--- src/rtl/gpr_wb_arbiter_pkg.sv ---
// Shared widths and payload types for the GPR write-port arbiter.
//   XLEN         : register data width
//   RADDR_W      : register address width
//   NUM_REGS     : architectural register count (x0 hard-wired zero)
//   STARVE_LIMIT : cycles a buffered long-latency result may lose to WB
//   CNT_W        : width of the starvation counter
package gpr_wb_arbiter_pkg;

    localparam int unsigned XLEN         = 64;
    localparam int unsigned RADDR_W      = 5;
    localparam int unsigned NUM_REGS     = 32;
    localparam int unsigned STARVE_LIMIT = 8;
    localparam int unsigned CNT_W        = $clog2(STARVE_LIMIT + 1);

    // Long-latency result held while waiting for the write port.
    typedef struct packed {
        logic [RADDR_W-1:0] rd;
        logic [XLEN-1:0]    data;
    } ll_result_t;

endpackage

--- src/rtl/gpr_wb_arbiter_scoreboard.sv ---
// Pending-destination scoreboard for long-latency ops plus decode hazard check.
//   clk, rst        : clock, synchronous active-high reset
//   set_en_i/set_rd_i : mark rd pending (long-latency op leaves decode)
//   clr_en_i/clr_rd_i : clear rd (its result reaches the write port)
//   id_*_i          : decode operands and destination
//   id_stall_o      : RAW/WAW hazard against a pending register
//   pending_o       : scoreboard vector, bit 0 always zero
module gpr_wb_arbiter_scoreboard
    import gpr_wb_arbiter_pkg::*;
(
    input  logic                clk,
    input  logic                rst,
    input  logic                set_en_i,
    input  logic [RADDR_W-1:0]  set_rd_i,
    input  logic                clr_en_i,
    input  logic [RADDR_W-1:0]  clr_rd_i,
    input  logic                id_valid_i,
    input  logic [RADDR_W-1:0]  id_rs1_i,
    input  logic [RADDR_W-1:0]  id_rs2_i,
    input  logic [RADDR_W-1:0]  id_rd_i,
    input  logic                id_rd_wen_i,
    output logic                id_stall_o,
    output logic [NUM_REGS-1:0] pending_o
);

    logic [NUM_REGS-1:0] pending_q;
    logic [NUM_REGS-1:0] pending_d;

    // Clear first so a same-cycle set of the same register wins.
    always_comb begin
        pending_d = pending_q;
        if (clr_en_i) begin
            pending_d[clr_rd_i] = 1'b0;
        end
        if (set_en_i) begin
            pending_d[set_rd_i] = 1'b1;
        end
        pending_d[0] = 1'b0;
    end

    always_ff @(posedge clk) begin
        if (rst) begin
            pending_q <= '0;
        end else begin
            pending_q <= pending_d;
        end
    end

    assign id_stall_o = id_valid_i &&
                        (pending_q[id_rs1_i] || pending_q[id_rs2_i] ||
                         (id_rd_wen_i && pending_q[id_rd_i]));
    assign pending_o  = pending_q;

endmodule

--- src/rtl/gpr_wb_arbiter.sv ---
// Arbitrates the single GPR write port between the in-order WB stage and a
// one-entry buffer of out-of-order long-latency results, with a starvation
// bound that holds WB once the buffered result has waited STARVE_LIMIT cycles.
//   clk, rst          : clock, synchronous active-high reset
//   id_*              : decode operands; id_stall asks decode to hold
//   ll_issue/_rd      : long-latency op leaving decode (marks rd pending)
//   ll_resp_*         : long-latency result handshake (ready = buffer empty)
//   wb_en/addr/data   : WB stage write; wb_hold asks WB to retry next cycle
//   rf_wr_*           : regfile write port
//   pending           : scoreboard vector
module gpr_wb_arbiter
    import gpr_wb_arbiter_pkg::*;
(
    input  logic                clk,
    input  logic                rst,
    input  logic                id_valid,
    input  logic [RADDR_W-1:0]  id_rs1_addr,
    input  logic [RADDR_W-1:0]  id_rs2_addr,
    input  logic [RADDR_W-1:0]  id_rd_addr,
    input  logic                id_rd_wen,
    output logic                id_stall,
    input  logic                ll_issue,
    input  logic [RADDR_W-1:0]  ll_issue_rd,
    input  logic                ll_resp_valid,
    output logic                ll_resp_ready,
    input  logic [RADDR_W-1:0]  ll_resp_rd,
    input  logic [XLEN-1:0]     ll_resp_data,
    input  logic                wb_en,
    input  logic [RADDR_W-1:0]  wb_addr,
    input  logic [XLEN-1:0]     wb_data,
    output logic                wb_hold,
    output logic                rf_wr_en,
    output logic [RADDR_W-1:0]  rf_wr_addr,
    output logic [XLEN-1:0]     rf_wr_data,
    output logic [NUM_REGS-1:0] pending
);

    ll_result_t       buf_q;
    ll_result_t       buf_d;
    logic             buf_valid_q;
    logic             buf_valid_d;
    logic [CNT_W-1:0] cnt_q;
    logic [CNT_W-1:0] cnt_d;

    logic wb_real;
    logic force_buf;
    logic grant_buf;
    logic resp_fire;

    // A WB write to x0 is no write at all, so it never blocks the buffer.
    assign wb_real       = wb_en && (wb_addr != '0);
    assign force_buf     = buf_valid_q && (cnt_q == CNT_W'(STARVE_LIMIT));
    assign grant_buf     = buf_valid_q && (force_buf || !wb_real);
    assign ll_resp_ready = !buf_valid_q;
    assign resp_fire     = ll_resp_valid && ll_resp_ready;
    assign wb_hold       = force_buf && wb_real;

    // Write port mux; a buffered result for x0 drains without writing.
    always_comb begin
        rf_wr_en   = wb_real;
        rf_wr_addr = wb_addr;
        rf_wr_data = wb_data;
        if (grant_buf) begin
            rf_wr_en   = (buf_q.rd != '0);
            rf_wr_addr = buf_q.rd;
            rf_wr_data = buf_q.data;
        end
    end

    // Buffer and starvation counter next state. Acceptance only happens with
    // an empty buffer, so it never collides with a drain in the same cycle.
    always_comb begin
        buf_d       = buf_q;
        buf_valid_d = buf_valid_q;
        cnt_d       = cnt_q;
        if (grant_buf) begin
            buf_valid_d = 1'b0;
            cnt_d       = '0;
        end else if (wb_real && buf_valid_q &&
                     (cnt_q != CNT_W'(STARVE_LIMIT))) begin
            cnt_d = cnt_q + CNT_W'(1);
        end
        if (resp_fire) begin
            buf_valid_d = 1'b1;
            buf_d.rd    = ll_resp_rd;
            buf_d.data  = ll_resp_data;
            cnt_d       = '0;
        end
    end

    always_ff @(posedge clk) begin
        if (rst) begin
            buf_q       <= '0;
            buf_valid_q <= 1'b0;
            cnt_q       <= '0;
        end else begin
            buf_q       <= buf_d;
            buf_valid_q <= buf_valid_d;
            cnt_q       <= cnt_d;
        end
    end

    gpr_wb_arbiter_scoreboard u_scoreboard (
        .clk         (clk),
        .rst         (rst),
        .set_en_i    (ll_issue && (ll_issue_rd != '0)),
        .set_rd_i    (ll_issue_rd),
        .clr_en_i    (grant_buf),
        .clr_rd_i    (buf_q.rd),
        .id_valid_i  (id_valid),
        .id_rs1_i    (id_rs1_addr),
        .id_rs2_i    (id_rs2_addr),
        .id_rd_i     (id_rd_addr),
        .id_rd_wen_i (id_rd_wen),
        .id_stall_o  (id_stall),
        .pending_o   (pending)
    );

endmodule

--- config.mk ---
export PLATFORM = sky130hd
export DESIGN_NAME = gpr_wb_arbiter
export DESIGN_NICKNAME = d
export VERILOG_FILES = /design/src/rtl/gpr_wb_arbiter_pkg.sv /design/src/rtl/gpr_wb_arbiter_scoreboard.sv /design/src/rtl/gpr_wb_arbiter.sv
export SDC_FILE = /design/constraint.sdc
export NUM_CORES = 1
export LEC_CHECK = 0
export BUFFER_PORTS_ARGS = -buffer_cell sky130_fd_sc_hd__buf_4
export CAP_MARGIN = 0
export CELL_PAD_IN_SITES_DETAIL_PLACEMENT = 1
export CELL_PAD_IN_SITES_GLOBAL_PLACEMENT = 2
export CORE_MARGIN = 3
export CORE_UTILIZATION = 27
export CTS_BUF_LIST = sky130_fd_sc_hd__clkbuf_8
export DETAILED_ROUTE_END_ITERATION = 8
export PLACE_DENSITY_LB_ADDON = 0.1
export SYNTH_ARGS = -nofsm -noshare
export SYNTH_HDL_FRONTEND = slang
export SYNTH_HIERARCHICAL = 1
export SYNTH_SLANG_ARGS = --single-unit
--- constraint.sdc ---
create_clock -name clk -period 2.32 [get_ports clk]
set_input_delay 0.232 -clock clk [delete_from_list [all_inputs] [get_ports clk]]
set_output_delay 0.232 -clock clk [all_outputs]
set_load 0.02 [all_outputs]
==> results of run 1 <==
## state kept, by name, indices dropped and copies added (netlist names)
register / flops
buf_q: 69
u_scoreboard/pending_o: 31
cnt_q: 4
buf_valid_q: 1
## kinds of logic (layout without fill, tap and decap cells)
family,count (synthesis),after routing,share of synthesized area
AO/OA/AOI/OAI,155,155,0.145
adder cells (fa/ha/maj),2,2,0.00438
AND/OR/NAND/NOR,242,242,0.190
multiplexers,98,98,0.250
buffers and inverters,50,332,0.0422
other,1,1,0.000656
flip-flops,105,105,0.368
## through the flow
step	total power, uW	util	instances
floorplan	2530	-	653
global placement	3010	0.394	1171
detailed placement	3040	0.394	1171
CTS	4340	0.426	1201
global route	4580	0.442	1205
finish	4360	0.442	1205
## synth_stat cells, types with 2 or more instances
cell type                  count
sky130_fd_sc_hd__nand3_1       4
sky130_fd_sc_hd__and2_1        2
sky130_fd_sc_hd__nand2b_1      2
sky130_fd_sc_hd__mux4_2       20
sky130_fd_sc_hd__buf_1         6
sky130_fd_sc_hd__nor2b_1       2
sky130_fd_sc_hd__clkbuf_1     23
sky130_fd_sc_hd__nor2_1       12
sky130_fd_sc_hd__mux2_2       37
sky130_fd_sc_hd__and3_1        2
sky130_fd_sc_hd__or3b_2        3
sky130_fd_sc_hd__and3b_1       4
sky130_fd_sc_hd__nor4bb_1      2
sky130_fd_sc_hd__nand2_1     180
sky130_fd_sc_hd__dfxtp_1     105
sky130_fd_sc_hd__nand3b_1     10
sky130_fd_sc_hd__nor3b_1       6
sky130_fd_sc_hd__a31oi_1       2
sky130_fd_sc_hd__buf_6         5
sky130_fd_sc_hd__nand4_1       2
sky130_fd_sc_hd__nor4_1        2
sky130_fd_sc_hd__or4_1         2
sky130_fd_sc_hd__mux2i_1      11
sky130_fd_sc_hd__mux2_4       30
sky130_fd_sc_hd__nor3_1        2
sky130_fd_sc_hd__a21oi_1     104
sky130_fd_sc_hd__a22o_1        3
sky130_fd_sc_hd__ha_1          2
sky130_fd_sc_hd__o22ai_1       2
sky130_fd_sc_hd__o21ai_0      36
sky130_fd_sc_hd__inv_1         5
sky130_fd_sc_hd__and4b_1       2
sky130_fd_sc_hd__buf_2        10
## layer usage
| layer | vias to the layer above | global-route usage |
|---|---|---|
| li1 | 2846 | - |
| met1 | 2868 | 0.232 |
| met2 | 212 | 0.333 |
| met3 | 25 | 0.0515 |
| met4 | 0 | 0.0490 |
| met5 | - | 0 |
## area by class of cell
type	instances	area share
repair buffers	311	0.315
well taps	270	0.0373
inverters	5	0.00235
clock buffers	10	0.0152
multi-input cells	498	0.391
flip-flops and latches	105	0.233
clock inverters	6	0.00649
## critical path, delay by kind of cell, from the launching register on
kind / cells / cell delay, ps
AO/OA/AOI/OAI: 2 / 330
flip-flops: 1 / 360
AND/OR/NAND/NOR: 2 / 460
buffers and inverters: 1 / 160
multiplexers: 1 / 480
## timing repair
action                     CTS  global route
setup buffers                8             1
setup endpoints to repair   70            70
cloned                       6             3
pin swaps                    5             6
gates resized for setup     63            65
## worst paths after layout
| check | from | endpoint | slack, ps | depth (start not counted) |
|---|---|---|---|---|
| min reg2reg | buf_q[48]$_SDFFE_PP0P_ | buf_q[48]$_SDFFE_PP0P_ | 460 | 2 |
| max | u_scoreboard/pending_o[14]$_SDFF_PP0_ | id_stall | -70 | 6 |
| min | ll_resp_data[48] | buf_q[48]$_SDFFE_PP0P_ | 80 | 3 |
| max reg2reg | cnt_q[0]$_SDFFE_PP0P_ | u_scoreboard/pending_o[21]$_SDFF_PP0_ | 250 | 13 |
## where the power goes
group	internal [uW]	total, uW	switching, uW
Sequential	1880	1950	64.2
Clock	522	1170	652
Combinational	679	1240	560
Total	3080	4360	1280
==> impl_metrics.env, run 1 <==
export IMPL_status="finished, violations left"
export IMPL_violations="setup timing"
export IMPL_postRouteAntennaNets=0
export IMPL_worst_skew_pair_late_latency_ps=390
export IMPL_routedWlPerCell_um=19.2
export IMPL_synth_async_reset_ratio=0
export IMPL_die_outline_area_mm2=0.0230
export IMPL_hold_ws_ps=77.0
export IMPL_post_drt_via_cell_ratio=4.94
export IMPL_starting_density_of_the_core=0.279
export IMPL_critical_path_max_stage_delay_ps=480
export IMPL_dr_max_layer_used="met4"
export IMPL_numPortBuffers=268
export IMPL_maxClockFrequency_mhz=418
export IMPL_worst_endpoint_required_ps=2090
export IMPL_synthesis_area_per_instance_um2=8.75
export IMPL_static_leakage_power_uw=0.00411
export IMPL_yosys_top_cells_area="sky130_fd_sc_hd__dfxtp_1, sky130_fd_sc_hd__nand2_1, sky130_fd_sc_hd__a21oi_1"
export IMPL_firstDrtPassIters=5
export IMPL_hold_path_class="in -> reg"
export IMPL_horizontal_die_dimension_um=152
export IMPL_synth_flop_cell="sky130_fd_sc_hd__dfxtp_1"
export IMPL_clk_pin_slew_ps=110
export IMPL_setup_violations=16
export IMPL_setup_worst_path_end_class="primary output"
export IMPL_clock_sinks=105
export IMPL_drv_cap=0
export IMPL_htree_num_levels=3
export IMPL_grt_max_degree=47
export IMPL_worst_endpoint_arrival_ps=2160
export IMPL_most_common_layout_cells="sky130_fd_sc_hd__buf_4, sky130_fd_sc_hd__nand2_1, sky130_fd_sc_hd__a21oi_1, sky130_fd_sc_hd__dfxtp_1, sky130_fd_sc_hd__buf_6"
export IMPL_min_period_over_period=1.03
export IMPL_fin_nets=1097
export IMPL_routabilityCongestion=0.762
export IMPL_num_vias=5951
export IMPL_fillCellCount=2373
export IMPL_ios=270
export IMPL_grt_first_pass_wirelength_um=34300
export IMPL_syn_num_nets=820
export IMPL_fin_crit_ps=2390
export IMPL_number_of_antenna_violations_at_the_first_check_in_global_routing=0
export IMPL_synthToLayoutAreaGrowth_pct=58.5
export IMPL_ys_types=46
export IMPL_drt_total_wl_um=23100
export IMPL_synth_top_cell_by_area="sky130_fd_sc_hd__dfxtp_1"
export IMPL_timing_critical_path_slowest_stage_cell="sky130_fd_sc_hd__mux4_2"
export IMPL_max_slew_margin_rel=0.539
export IMPL_dp_worst_setup_slack_ps=48.2
export IMPL_synth_edff_count=0
export IMPL_critical_path_cell_by_cell="mux4_2 > and4b_1 > nor4_2 > o2111a_1 > a31oi_1 > buf_4"
export IMPL_drt_initial_drc_count=208
export IMPL_syn_instance_count=653
export IMPL_clock_tree_from_tritoncts="done"
export IMPL_seq_area_mm2=0.00211
export IMPL_synth_cell_area_mm2=0.00572
export IMPL_post_route_cell_area_mm2=0.00906
export IMPL_worstMarginPinSlew_ps=689
export IMPL_timing_worst_setup_path_type="reg -> out"
export IMPL_met2_wirelength_um=11300
export IMPL_irDropWorstVdd_uv=228
export IMPL_cts_root_buf="sky130_fd_sc_hd__clkbuf_8"
export IMPL_post_cts_hold_buffer_count=0
export IMPL_cts_path_max_buffers=2
export IMPL_std_cell_rows=52
export IMPL_synth_ff_latch_count=105
export IMPL_globalRouteOverflowTotal=0
export IMPL_fp_dieH_um=152
export IMPL_finalHoldViolCount=0
export IMPL_grt_pass1_vias=6320
export IMPL_insertedDiodeCount=0
export IMPL_post_dp_cell_area_mm2=0.00807
export IMPL_remaining_drc_errors=0
export IMPL_tns_setup_ps=-809
export IMPL_synth_top_area_share=0.368
export IMPL_drive_above_1_share=0.461
export IMPL_multi_input_area_mm2=0.00354
export IMPL_dr_wl_met3_um=1880
export IMPL_power_density_mw_per_mm2=481
export IMPL_finalWorstSetupSlack_ps=-73.6
export IMPL_critical_path_startpoint_type="flop"
export IMPL_cts_inserted_buffers=9
export IMPL_worst_setup_skew_after_layout_ps=11.4
export IMPL_m1WireLength_um=9600
export IMPL_synth_seq_area_share=0.368
export IMPL_final_max_slew_viols=0
export IMPL_core_region_mm2=0.0205
export IMPL_ys_warn_count=6
export IMPL_dpl_hpwl_um=16400
export IMPL_cp_max_fo=5
export IMPL_final_common_cell="sky130_fd_sc_hd__buf_4"
export IMPL_rsz_0062_raised_after_global_routing="yes"
export IMPL_combined_global_route_utilization_of_all_metal_layers=0.191
Power figures use the tool's default switching activity.
==> run 2, diff against run 1 <==
Settings changed: CORE_ASPECT_RATIO set to 0.75.
==> run 2 against run 1 <==
First-iteration DRC count is 58% higher. Die area hardly changed. Sequential share of layout area hardly changed. Via count is 1.2% higher. Cell count is 0.91% higher. Maximum frequency is 0.28% higher. The flow still finishes with violations (setup timing). Clock skew hardly changed. Clock-buffer cell count is 1 lower.
==> impl_metrics.env, run 2 (synthesized netlist as in run 1, its figures left out) <==
export IMPL_fillCellCount=2393
export IMPL_htree_num_levels=3
export IMPL_worstMarginPinSlew_ps=709
export IMPL_core_region_mm2=0.0205
export IMPL_swShare=0.306
export IMPL_postRouteAntennaNets=0
export IMPL_finalWorstSetupSlack_ps=-66.9
export IMPL_number_of_antenna_violations_at_the_first_check_in_global_routing=0
export IMPL_synthToLayoutAreaGrowth_pct=58.7
export IMPL_irDropWorstVdd_uv=290
export IMPL_remaining_drc_errors=0
export IMPL_fin_crit_ps=2390
export IMPL_firstDrtPassIters=4
export IMPL_power_internal_uw=3080
export IMPL_drt_initial_drc_count=329
export IMPL_num_vias=6023
export IMPL_cp_max_fo=8
export IMPL_critical_path_buf_inv_count=5
export IMPL_ios=270
export IMPL_dpl_hpwl_um=17100
export IMPL_critPathMostFrequentCell="sky130_fd_sc_hd__buf_12"
export IMPL_rsz_0062_raised_after_global_routing="yes"
export IMPL_largest_reg_flops=69
export IMPL_horizontal_die_dimension_um=174
export IMPL_drv_cap=0
export IMPL_combined_global_route_utilization_of_all_metal_layers=0.203
export IMPL_hold_ws_ps=76.0
export IMPL_post_drt_via_cell_ratio=4.95
export IMPL_critical_path_cell_by_cell="inv_2 > ha_4 > nand3b_1 > o211ai_2 > nand2_4 > buf_12 > buf_12 > buf_16 > mux2_4 > buf_6"
export IMPL_fp_dieH_um=132
export IMPL_globalRouteOverflowTotal=0
export IMPL_cts_path_max_buffers=2
export IMPL_static_leakage_power_uw=0.00410
export IMPL_critical_path_max_stage_delay_ps=350
export IMPL_seq_area_mm2=0.00211
export IMPL_fin_nets=1096
export IMPL_setup_worst_path_end_class="primary output"
export IMPL_routabilityCongestion=0.814
export IMPL_hold_path_class="in -> reg"
export IMPL_net_switching_power_uw=1360
export IMPL_timing_worst_setup_path_type="reg -> out"
export IMPL_worst_setup_skew_after_layout_ps=11.0
export IMPL_grt_first_pass_wirelength_um=36900
export IMPL_p_seq_frac=0.440
export IMPL_cts_root_buf="sky130_fd_sc_hd__clkbuf_8"
export IMPL_starting_density_of_the_core=0.279
export IMPL_drive_above_1_share=0.461
export IMPL_regMostFlops="buf_q"
export IMPL_max_slew_margin_rel=0.526
export IMPL_tns_setup_ps=-2260
export IMPL_worst_endpoint_arrival_ps=2150
export IMPL_power_density_mw_per_mm2=489
export IMPL_timing_critical_path_slowest_stage_cell="sky130_fd_sc_hd__dfxtp_2"
export IMPL_violations="setup timing"
export IMPL_cts_inserted_buffers=9
export IMPL_worst_skew_pair_late_latency_ps=390
export IMPL_critPathTopFamily="buffers and inverters"
export IMPL_multi_input_area_mm2=0.00354
export IMPL_min_period_over_period=1.03
export IMPL_routedWlPerCell_um=19.6
export IMPL_numPortBuffers=268
export IMPL_worst_endpoint_required_ps=2090
export IMPL_clock_tree_from_tritoncts="done"
export IMPL_clk_pin_slew_ps=110
export IMPL_std_cell_rows=45
export IMPL_final_common_cell="sky130_fd_sc_hd__buf_4"
export IMPL_most_common_layout_cells="sky130_fd_sc_hd__buf_4, sky130_fd_sc_hd__nand2_1, sky130_fd_sc_hd__a21oi_1, sky130_fd_sc_hd__dfxtp_1, sky130_fd_sc_hd__mux2_4"
export IMPL_clock_sinks=105
export IMPL_setup_violations=51
export IMPL_post_cts_hold_buffer_count=0
export IMPL_finalHoldViolCount=0
export IMPL_critical_path_startpoint_type="flop"
export IMPL_final_max_slew_viols=0
export IMPL_grt_pass1_vias=6380
export IMPL_maxClockFrequency_mhz=419
export IMPL_grt_max_degree=69
export IMPL_place_inst=1179
export IMPL_power_share_clock=0.280
export IMPL_insertedDiodeCount=0
export IMPL_p_comb_frac=0.281
export IMPL_status="finished, violations left"
export IMPL_drt_total_wl_um=23800
export IMPL_die_outline_area_mm2=0.0230
export IMPL_final_instance_count_excl_fill=1216
run 2: area by class of cell:
cell class / instances / area share
tap: 282 / 0.0389
clock buffer: 9 / 0.0137
sequential: 105 / 0.232
clock inverter: 7 / 0.00924
multi-input combinational: 498 / 0.391
inverter: 5 / 0.00207
timing repair buffer: 310 / 0.313
run 2: stage by stage:
stage | util | instance area (um^2) | power, uW | worst slack [ps]
floorplan | - | 5720 | 2530 | 162
global placement | 0.394 | 8070 | 3020 | 47.0
global route | 0.443 | 9070 | 4650 | -177
detailed placement | 0.394 | 8070 | 3050 | -1.57
finish | 0.443 | 9070 | 4430 | -66.9
CTS | 0.436 | 8930 | 4460 | -74.2
run 2: worst paths after layout:
path	start	end	slack [ps]	depth (start not counted)
setup reg to reg	cnt_q[1]$_SDFFE_PP0P_	u_scoreboard/pending_o[4]$_SDFF_PP0_	230	10
setup / recovery	cnt_q[1]$_SDFFE_PP0P_	rf_wr_addr[0]	-70	10
hold / removal	ll_resp_data[58]	buf_q[58]$_SDFFE_PP0P_	80	3
hold reg to reg	buf_q[45]$_SDFFE_PP0P_	buf_q[45]$_SDFFE_PP0P_	470	2
run 2: repair_timing:
item	in CTS	in global routing
gates resized for setup	91	32
buffers inserted	10	4
gates cloned	9	0
endpoints found under the setup margin	67	70
pin swaps	3	0
run 2: worst min-delay path: cells and delay by family:
family	cells	cell delay [ps]
simple gates	1	40
buf+inv	1	110
compound gates	1	50
run 2: power by group through the flow:
stage	Combinational (uW)	Clock, uW	Sequential [uW]
2_1_floorplan	559	0	1970
3_3_place_gp	1030	0	1990
3_5_place_dp	1060	0	1990
4_1_cts	1220	1280	1950
5_1_grt	1330	1360	1960
6_report	1240	1240	1950
run 2: layer usage:
layer	wire length (um)	GRT usage	vias up
li1	-	-	2850
met1	11000	0.273	2940
met2	11100	0.329	221
met3	1550	0.0587	12
met4	229	0.0339	0
met5	0	0	-
